**config.mk**
```make
export PLATFORM = sky130hd
export DESIGN_NAME = btf_dif_gs
export DESIGN_NICKNAME = d
export VERILOG_FILES = /design/src/rtl/btf_dif_gs.sv
export SDC_FILE = /design/constraint.sdc
export NUM_CORES = 2
export LEC_CHECK = 0
export CAP_MARGIN = 20
export CORE_UTILIZATION = 50
export DETAILED_ROUTE_END_ITERATION = 6
export GPL_ROUTABILITY_DRIVEN = 0
export GPL_TIMING_DRIVEN = 0
export PLACE_DENSITY = 0.78
export SLEW_MARGIN = 20
export SYNTH_ARGS = -nofsm -noshare
export SYNTH_HDL_FRONTEND = slang
export SYNTH_SLANG_ARGS = --single-unit
```
**constraint.sdc**
```tcl
create_clock -name clk -period 14.5 [get_ports clk]
set_clock_uncertainty 0.05 [all_clocks]
set_input_delay 1.45 -clock clk [delete_from_list [all_inputs] [get_ports clk]]
set_output_delay 1.45 -clock clk [all_outputs]
set_load 0.1 [all_outputs]
```
**src/rtl/btf_dif_gs.sv**
```systemverilog
// Gentleman-Sande DIF butterfly: out_a = (a+b) mod q, out_b = ((a-b) mod q)*w mod q.
// Latency: DELAY_ADDSUB+DELAY_MUL+DELAY_RED cycles (9), plus 1 with BTF_GS_DIV2_EN.
// Backpressure: none; stall=1 freezes every pipeline register, and input is ignored.
//
// Optional macro BTF_GS_DIV2_EN: adds an output stage that multiplies both results
// by 2^-1 mod q when the intt flag that accompanied the data was 1.
//
// Ports:
//   clk, rst          - clock, synchronous active-high reset (clears all registers)
//   stall             - global hold of data and valid pipelines
//   intt              - halving select (only with BTF_GS_DIV2_EN)
//   in_valid          - qualifies btf_in_a/b/w
//   btf_in_a/b/w      - operands and inverse twiddle, all < q
//   q, mu             - modulus and Barrett constant floor(2^(2*LOGQ)/q), static
//   out_valid         - qualifies btf_out_a/b
//   btf_out_a/b       - sum and difference-times-twiddle results
module btf_dif_gs #(
  parameter int LOGQ         = 14,
  parameter int DELAY_MUL    = 3,
  parameter int DELAY_RED    = 4,
  parameter int DELAY_ADDSUB = 2
) (
  input  logic            clk,
  input  logic            rst,
  input  logic            stall,
  input  logic            intt,
  input  logic            in_valid,
  input  logic [LOGQ-1:0] btf_in_a,
  input  logic [LOGQ-1:0] btf_in_b,
  input  logic [LOGQ-1:0] btf_in_w,
  input  logic [LOGQ-1:0] q,
  input  logic [LOGQ:0]   mu,
  output logic            out_valid,
  output logic [LOGQ-1:0] btf_out_a,
  output logic [LOGQ-1:0] btf_out_b
);

  localparam int CORE_LAT = DELAY_ADDSUB + DELAY_MUL + DELAY_RED;
`ifdef BTF_GS_DIV2_EN
  localparam int LATENCY = CORE_LAT + 1;
`else
  localparam int LATENCY = CORE_LAT;
`endif
  // sum waits through the multiplier and the first three reduction stages,
  // then lands in core_a together with core_b.
  localparam int SUM_DLY = DELAY_MUL + DELAY_RED - 1;

  if (DELAY_RED != 4 || DELAY_ADDSUB != 2) begin : g_cfg_check
    $error("btf_dif_gs: DELAY_RED must be 4 and DELAY_ADDSUB must be 2");
  end

  // Pipeline registers
  logic [LOGQ:0]     s1, d1;
  logic [LOGQ-1:0]   w1, sum2, diff2, w2;
  logic [2*LOGQ-1:0] mul_sr [DELAY_MUL];
  logic [LOGQ-1:0]   sum_sr [SUM_DLY];
  logic [2*LOGQ+1:0] t1;
  logic [2*LOGQ:0]   t2;
  logic [LOGQ+1:0]   x_r1, x_r2, r3;
  logic [LOGQ-1:0]   core_a, core_b;
  logic [LATENCY-1:0] vld_sr;

  // Combinational next-state values
  logic [LOGQ:0]     s1_n, d1_n, sum_full, diff_full;
  logic [2*LOGQ-1:0] x, mul_n;
  logic [2*LOGQ+1:0] t1_n;
  logic [2*LOGQ:0]   t2_n;
  logic [LOGQ+1:0]   r_n, red_n, q_x1, q_x2;

  always_comb begin
    s1_n      = {1'b0, btf_in_a} + {1'b0, btf_in_b};
    // Adding q first keeps the difference non-negative for in-range operands.
    d1_n      = {1'b0, btf_in_a} + {1'b0, q} - {1'b0, btf_in_b};
    sum_full  = (s1 >= {1'b0, q}) ? s1 - {1'b0, q} : s1;
    diff_full = (d1 >= {1'b0, q}) ? d1 - {1'b0, q} : d1;
    mul_n     = {{LOGQ{1'b0}}, diff2} * {{LOGQ{1'b0}}, w2};
    x         = mul_sr[DELAY_MUL-1];
    // Barrett quotient estimate: floor(floor(x/2^(LOGQ-1)) * mu / 2^(LOGQ+1)).
    t1_n      = {{(LOGQ+1){1'b0}}, x[2*LOGQ-1:LOGQ-1]} * {{(LOGQ+1){1'b0}}, mu};
    t2_n      = {{LOGQ{1'b0}}, t1[2*LOGQ+1:LOGQ+1]} * {{(LOGQ+1){1'b0}}, q};
    // The estimate undershoots by at most 2q, so r < 3q < 2^(LOGQ+2) and the
    // low LOGQ+2 bits of the difference are exact under wrap-around.
    r_n       = x_r2 - t2[LOGQ+1:0];
    q_x1      = {2'b00, q};
    q_x2      = {1'b0, q, 1'b0};
    if (r3 >= q_x2) begin
      red_n = r3 - q_x2;
    end else if (r3 >= q_x1) begin
      red_n = r3 - q_x1;
    end else begin
      red_n = r3;
    end
  end

  always_ff @(posedge clk) begin
    if (rst) begin
      s1     <= '0;
      d1     <= '0;
      w1     <= '0;
      sum2   <= '0;
      diff2  <= '0;
      w2     <= '0;
      for (int i = 0; i < DELAY_MUL; i++) mul_sr[i] <= '0;
      for (int i = 0; i < SUM_DLY; i++)   sum_sr[i] <= '0;
      t1     <= '0;
      t2     <= '0;
      x_r1   <= '0;
      x_r2   <= '0;
      r3     <= '0;
      core_a <= '0;
      core_b <= '0;
      vld_sr <= '0;
    end else if (!stall) begin
      // AS1
      s1     <= s1_n;
      d1     <= d1_n;
      w1     <= btf_in_w;
      // AS2
      sum2   <= sum_full[LOGQ-1:0];
      diff2  <= diff_full[LOGQ-1:0];
      w2     <= w1;
      // Multiplier pipeline and matching sum delay line
      mul_sr[0] <= mul_n;
      for (int i = 1; i < DELAY_MUL; i++) mul_sr[i] <= mul_sr[i-1];
      sum_sr[0] <= sum2;
      for (int i = 1; i < SUM_DLY; i++)   sum_sr[i] <= sum_sr[i-1];
      // R1..R4
      t1     <= t1_n;
      x_r1   <= x[LOGQ+1:0];
      t2     <= t2_n;
      x_r2   <= x_r1;
      r3     <= r_n;
      core_b <= red_n[LOGQ-1:0];
      core_a <= sum_sr[SUM_DLY-1];
      vld_sr <= {vld_sr[LATENCY-2:0], in_valid};
    end
  end

  assign out_valid = vld_sr[LATENCY-1];

`ifdef BTF_GS_DIV2_EN
  logic [CORE_LAT-1:0] intt_sr;
  logic [LOGQ-1:0]     half_a, half_b;
  logic [LOGQ:0]       ha_full, hb_full;

  // v/2 mod q: odd values get q added first (q odd makes the sum even).
  always_comb begin
    ha_full = {1'b0, core_a} + (core_a[0] ? {1'b0, q} : {(LOGQ+1){1'b0}});
    hb_full = {1'b0, core_b} + (core_b[0] ? {1'b0, q} : {(LOGQ+1){1'b0}});
  end

  always_ff @(posedge clk) begin
    if (rst) begin
      intt_sr <= '0;
      half_a  <= '0;
      half_b  <= '0;
    end else if (!stall) begin
      intt_sr <= {intt_sr[CORE_LAT-2:0], intt};
      half_a  <= intt_sr[CORE_LAT-1] ? ha_full[LOGQ:1] : core_a;
      half_b  <= intt_sr[CORE_LAT-1] ? hb_full[LOGQ:1] : core_b;
    end
  end

  assign btf_out_a = half_a;
  assign btf_out_b = half_b;

  logic unused_div2;
  assign unused_div2 = ^{ha_full[0], hb_full[0]};
`else
  assign btf_out_a = core_a;
  assign btf_out_b = core_b;

  logic unused_intt;
  assign unused_intt = intt;
`endif

  // Bits of the Barrett intermediates that the algorithm never needs.
  logic unused_bits;
  assign unused_bits = ^{t1[LOGQ:0], t2[2*LOGQ:LOGQ+2], red_n[LOGQ+1:LOGQ],
                         sum_full[LOGQ], diff_full[LOGQ]};

endmodule

```
Word level (Yosys, flattened, before mapping). Memory sizes are Yosys's and may differ from the RTL's. A register that Yosys moved wholly into a read port is not among the register bits. Index checks and enable logic that the tools add are counted. Widths: inputs -> output; s select.

Memories kept: 2. Output and inout bits: 29. Bits in writable memories: 168. Register bits: 203.

Memories: mul_sr (depth 3, bits a word 28, rd ports 3, clocked after memory_dff 0, wr ports 3, line 55) `logic [2*LOGQ-1:0] mul_sr [DELAY_MUL];`; sum_sr (depth 6, bits a word 14, rd ports 6, clocked after memory_dff 1, wr ports 6, line 56) `logic [LOGQ-1:0] sum_sr [SUM_DLY];`.

Bitwise logic cells: 9. Multipliers: 3. Add/subtract/negate cells: 8. Reductions and logical operators: 1. Mux-type cells: 18. Order comparisons: 4.

Operator list (number): $mux 14 (10); $mux 28 (3); $sub 14x14->14 (4); $add 14x14->15 (2); $ge 15x14->1 (2); $mul 15x15->30 (1); $mul 14x14->28 (1); $ge 16x14->1 (1); $ge 16x15->1 (1); $mul 15x14->16 (1); $sub 16x16->16 (1); $sub 15x14->15 (1); $or 1x1->1 (9); $mux 1 (5); $logic_not 1->1 (1).

Longest topological paths before layout.
Depth in word-level cells: 4. Depth in mapped cells: 24. Mapped depth without buffers: 22.

Worst setup path after synthesis. Ideal clock, no wire load.

Path type: input to register. From: input port mu[0]. To: register t1[27]. Stages on the path: 21. Setup time: 117 ps. Slack: 7512 ps. Data required time: 14333 ps. Data arrival time: 6821 ps. Path through: clkbuf_1 > and2_1 > fa_1 > inv_1 > fa_1 > inv_1 > fa_1 > inv_1 > fa_1 > inv_1 > fa_1 > fa_1 > ha_1 > a21o_1 > a21oi_1 > a2bb2oi_1 > a21oi_1 > a211o_1 > a21o_1 > a211o_1 > a32o_1.

Word-level cells in the longest chain between the ends: 1.

RTL lines: start, declared (line 32) `input logic [LOGQ:0] mu,`; $mul 15x15->30 (line 79) `t1_n = {{(LOGQ+1){1'b0}}, x[2*LOGQ-1:LOGQ-1]} * {{(LOGQ+1){1'b0}}, mu};`; end signal, assigned (line 128) `t1 <= t1_n;`; end, declared (line 57) `logic [2*LOGQ+1:0] t1;`.

No other way between the ends. A chain may end at the register's enable or synchronous reset.

Final worst setup path.
From: input port mu[7]. To: register t1[28].

Same word-level chain as after synthesis.

==> metrics <==
Slew @ Worst Pin 1.08 ns; max_slew headroom 27.8%; vias in the first global route 27500; crit path buf inv count 5; Yosys cell types 86; CP max stage delay 0.65 ns; R2R Setup Slk 7.44 ns; final cycle utilization of the critical path 54.0%; worst path cell trace clkdlybuf4s50_1, clkbuf_1, nand2_1, fa_1, fa_1, inv_1, fa_1, fa_1, fa_1, inv_1, fa_1, inv_1, ha_1, a22o_1, nor3_1, a21oi_1, a211o_1, a211oi_1, nor4_1, a211o_1; CP top delay family adder cells; worst setup path start mu[7]; EDFF count, synth 168; syn_area_per_cell 9.45 um2; Slew Limit Fails 0; Crit. End Element register; routed len/inst 18.7 um; Core Area 0.0704 mm2; Peak Freq 128 MHz; GRT overflow 0; input/output buffers 101; Synth Flop Type dfxtp_1; Mapped Cells 3784; Die H 269 um; final hold vios 0; row count 97; Worst Hold Class register to register; most used cell, CP fa_1; MaxCap Viol Count 0; Ys Warns 0; hold path start sum2[4]$_SDFFE_PP0N_; worst hold slack 0.401 ns; post-route ant nets 0; # hold bufs at CTS 0; setup TNS 0 ns; initial antenna violation count 1; Filler cells 6093; setup bufs post-CTS 0; Post-synth ARST share 0%; IO Count 105; Longest Clk Path Bufs 3; worst vdd ir 0.143 mV; vias per inst 5.54; pin count of the biggest net entering global routing 110; TritonCTS Buffers 38; RR Startpoint diff2[6]$_SDFFE_PP0N_; worst-path maximum fanout 10; RSZ-0062 raised after global routing false; startpoint types input port; root buf cell clkbuf_16; drt drc 0; Seq/Total Area, Yosys 25.4%; Layout Utilization 55.8%; H-Tree Level Count 2; min Tclk post-route 7.84 ns; Nets 4748; Die ar. 0.0726 mm2; area occupied by multi-input gates 0.0240 mm2; Via Count 27100; area grow syn2layout 9.75%; Post-Syn Area 0.0358 mm2; wirelength, routed 91400 um; CP max-delay cell clkdlybuf4s50_1; hpwl dp 72600 um; 1st-pass router iterations 6; layout cell share with drive strength beyond 1 2.53%; post-CTS sizing 0; Worst EP required 14.90 ns; leakage power total 18.5 nW; DIE WIDTH 269 um; CTS tree done; starting density of the core 50.8%; clk slew on worst S/H paths 0.06 ns; Final setup viols 0; status complete, no violations; CP arrival 8.24 ns; Seq cells post-synth 370; WS Path Type input port to register; global-route wire length before repair 146000 um; Worst-Skew Late Latency 0.56 ns; syn nets 4606; Pwr Density 129 mW/mm2; global-route usage over all layers 25.4%; Sequential Area 0.00909 mm2; CTS Sinks 370; initial drt markers 2236
-- routing by layer --
metal,GRT usage (%),share of wire [%]
met2,42.2,47
met4,11.2,4.3
met1,32.4,40
met3,4.65,8.2
met5,0,0
-- logic make-up after synthesis --
logic type	synth area share, %
compound gates	8.64
xor+xnor	3.23
fa+ha+maj	34.6
buf+inv	7.57
flops	25.4
mux	3.22
simple gates	17.3
-- area by class of cell --
cell class | instances | share of cell area [%]
Multi-Input combinational cell | 2696 | 61.1
Sequential cell | 370 | 23.2
Inverter | 564 | 5.41
Tap cell | 940 | 3.00
Clock buffer | 51 | 2.70
Timing Repair Buffer | 102 | 2.65
Buffer | 154 | 1.51
Clock inverter | 16 | 0.504
Antenna cell | 2 | 0.0128
-- stage by stage --
step / power, W / std cells / setup slack, ns / cell area [um2]
detailed placement: 0.00404 / 4826 / 6.11 / 38000
CTS: 0.00506 / 4893 / 6.67 / 39200
global route: 0.00545 / 4894 / 6.45 / 39200
finish: 0.00507 / 4895 / 6.66 / 39300
floorplan: 0.00329 / 3784 / 7.51 / 35800
global placement: 0.00400 / 4825 / 6.19 / 38000
-- state kept, by name, summed over array words and instances (netlist names) --
name,count
btf_out_a,14
btf_out_b,14
d1,15
diff2,14
mul_sr,84
r3,16
s1,15
sum2,14
sum_sr,84
t1,15
t2,16
vld_sr,9
w1,14
w2,14
x_r1,16
x_r2,16
-- cells in the final DEF (no fill, tap or decap), types with 12 or more instances in the layout --
cell             synthesis  final
nand2_1                398    398
nand3_1                 31     31
nand2b_1                17     17
a31oi_1                 15     15
or3_1                   13     13
edfxtp_1               168    168
dfxtp_1                202    202
clkdlybuf4s50_1          0    101
clkbuf_1               133    140
o21bai_1                12     12
clkbuf_16                0     39
o211ai_1                17     17
buf_1                   15     15
fa_1                   407    407
o21ai_0                 87     87
a21oi_1                129    129
xnor2_1                 79     79
a211oi_1                24     24
nand4_1                 19     19
inv_1                  564    563
a21o_1                  30     30
nor3_1                  42     42
xor2_1                  53     53
ha_1                   339    339
o21a_1                  22     22
nor2_1                 240    240
and3_1                  14     14
and2_1                 423    423
nor2b_1                 23     23
mux2i_1                114    114
-- worst register-to-register path: stages (launching register included) --
cell	delay, ns
dfxtp_1	0.39
clkbuf_1	0.34
and2_1	0.29
fa_1	0.53
inv_1	0.05
fa_1	0.52
inv_1	0.05
fa_1	0.52
fa_1	0.44
fa_1	0.54
inv_1	0.05
fa_1	0.54
inv_1	0.05
ha_1	0.27
clkbuf_1	0.18
a21o_1	0.22
a21o_1	0.19
a41o_1	0.24
a21oi_1	0.29
a211oi_1	0.20
a311oi_2	0.41
xor2_1	0.34
nor2_1	0.10
-- where the power goes --
group	internal [W]	switching, W
logic	0.00109	0.00168
clock network	0.000587	0.000411
registers	0.00120	0.000102
total	0.00288	0.00220
-- cell usage after synthesis, types with 5 or more instances --
cell	count	area (um2)
nor3b_1	5	37.5
a211oi_1	24	180
o211a_1	5	50.1
xnor2_1	79	692
nor2b_1	23	144
ha_1	339	4240
buf_1	15	56.3
a21o_1	30	225
a211o_1	5	43.8
o31ai_1	8	60.1
edfxtp_1	168	5040
o311ai_0	6	52.6
o21ai_0	87	435
clkbuf_1	133	499
nand3_1	31	155
o21ai_1	8	40.0
and3_1	14	87.6
inv_1	564	2120
o41ai_1	7	61.3
nand2_1	398	1490
o21a_1	22	165
or2_2	5	31.3
nand4_1	19	119
fa_1	407	8150
xor2_1	53	464
a221oi_1	7	61.3
nor3_1	42	210
nor2_1	240	901
a21oi_1	129	646
a22o_1	6	52.6
or3_1	13	81.3
dfxtp_1	202	4040
a31oi_1	15	93.8
o21bai_1	12	90.1
mux2i_1	114	1140
and2_1	423	2650
nand2b_1	17	106
o211ai_1	17	128
o22ai_1	5	31.3
nor4_1	9	56.3
-- path summary, 6_finish.rpt --
check                           endpoint  depth (start not counted)
max                  t1[28]$_SDFFE_PP0N_                         20
min                 sum2[4]$_SDFFE_PP0N_                          2
min reg2reg         sum2[4]$_SDFFE_PP0N_                          2
max reg2reg  mul_sr[0][25]$_SDFFCE_PN0P_                         22
No activity file was read; power rests on OpenSTA's default activity.
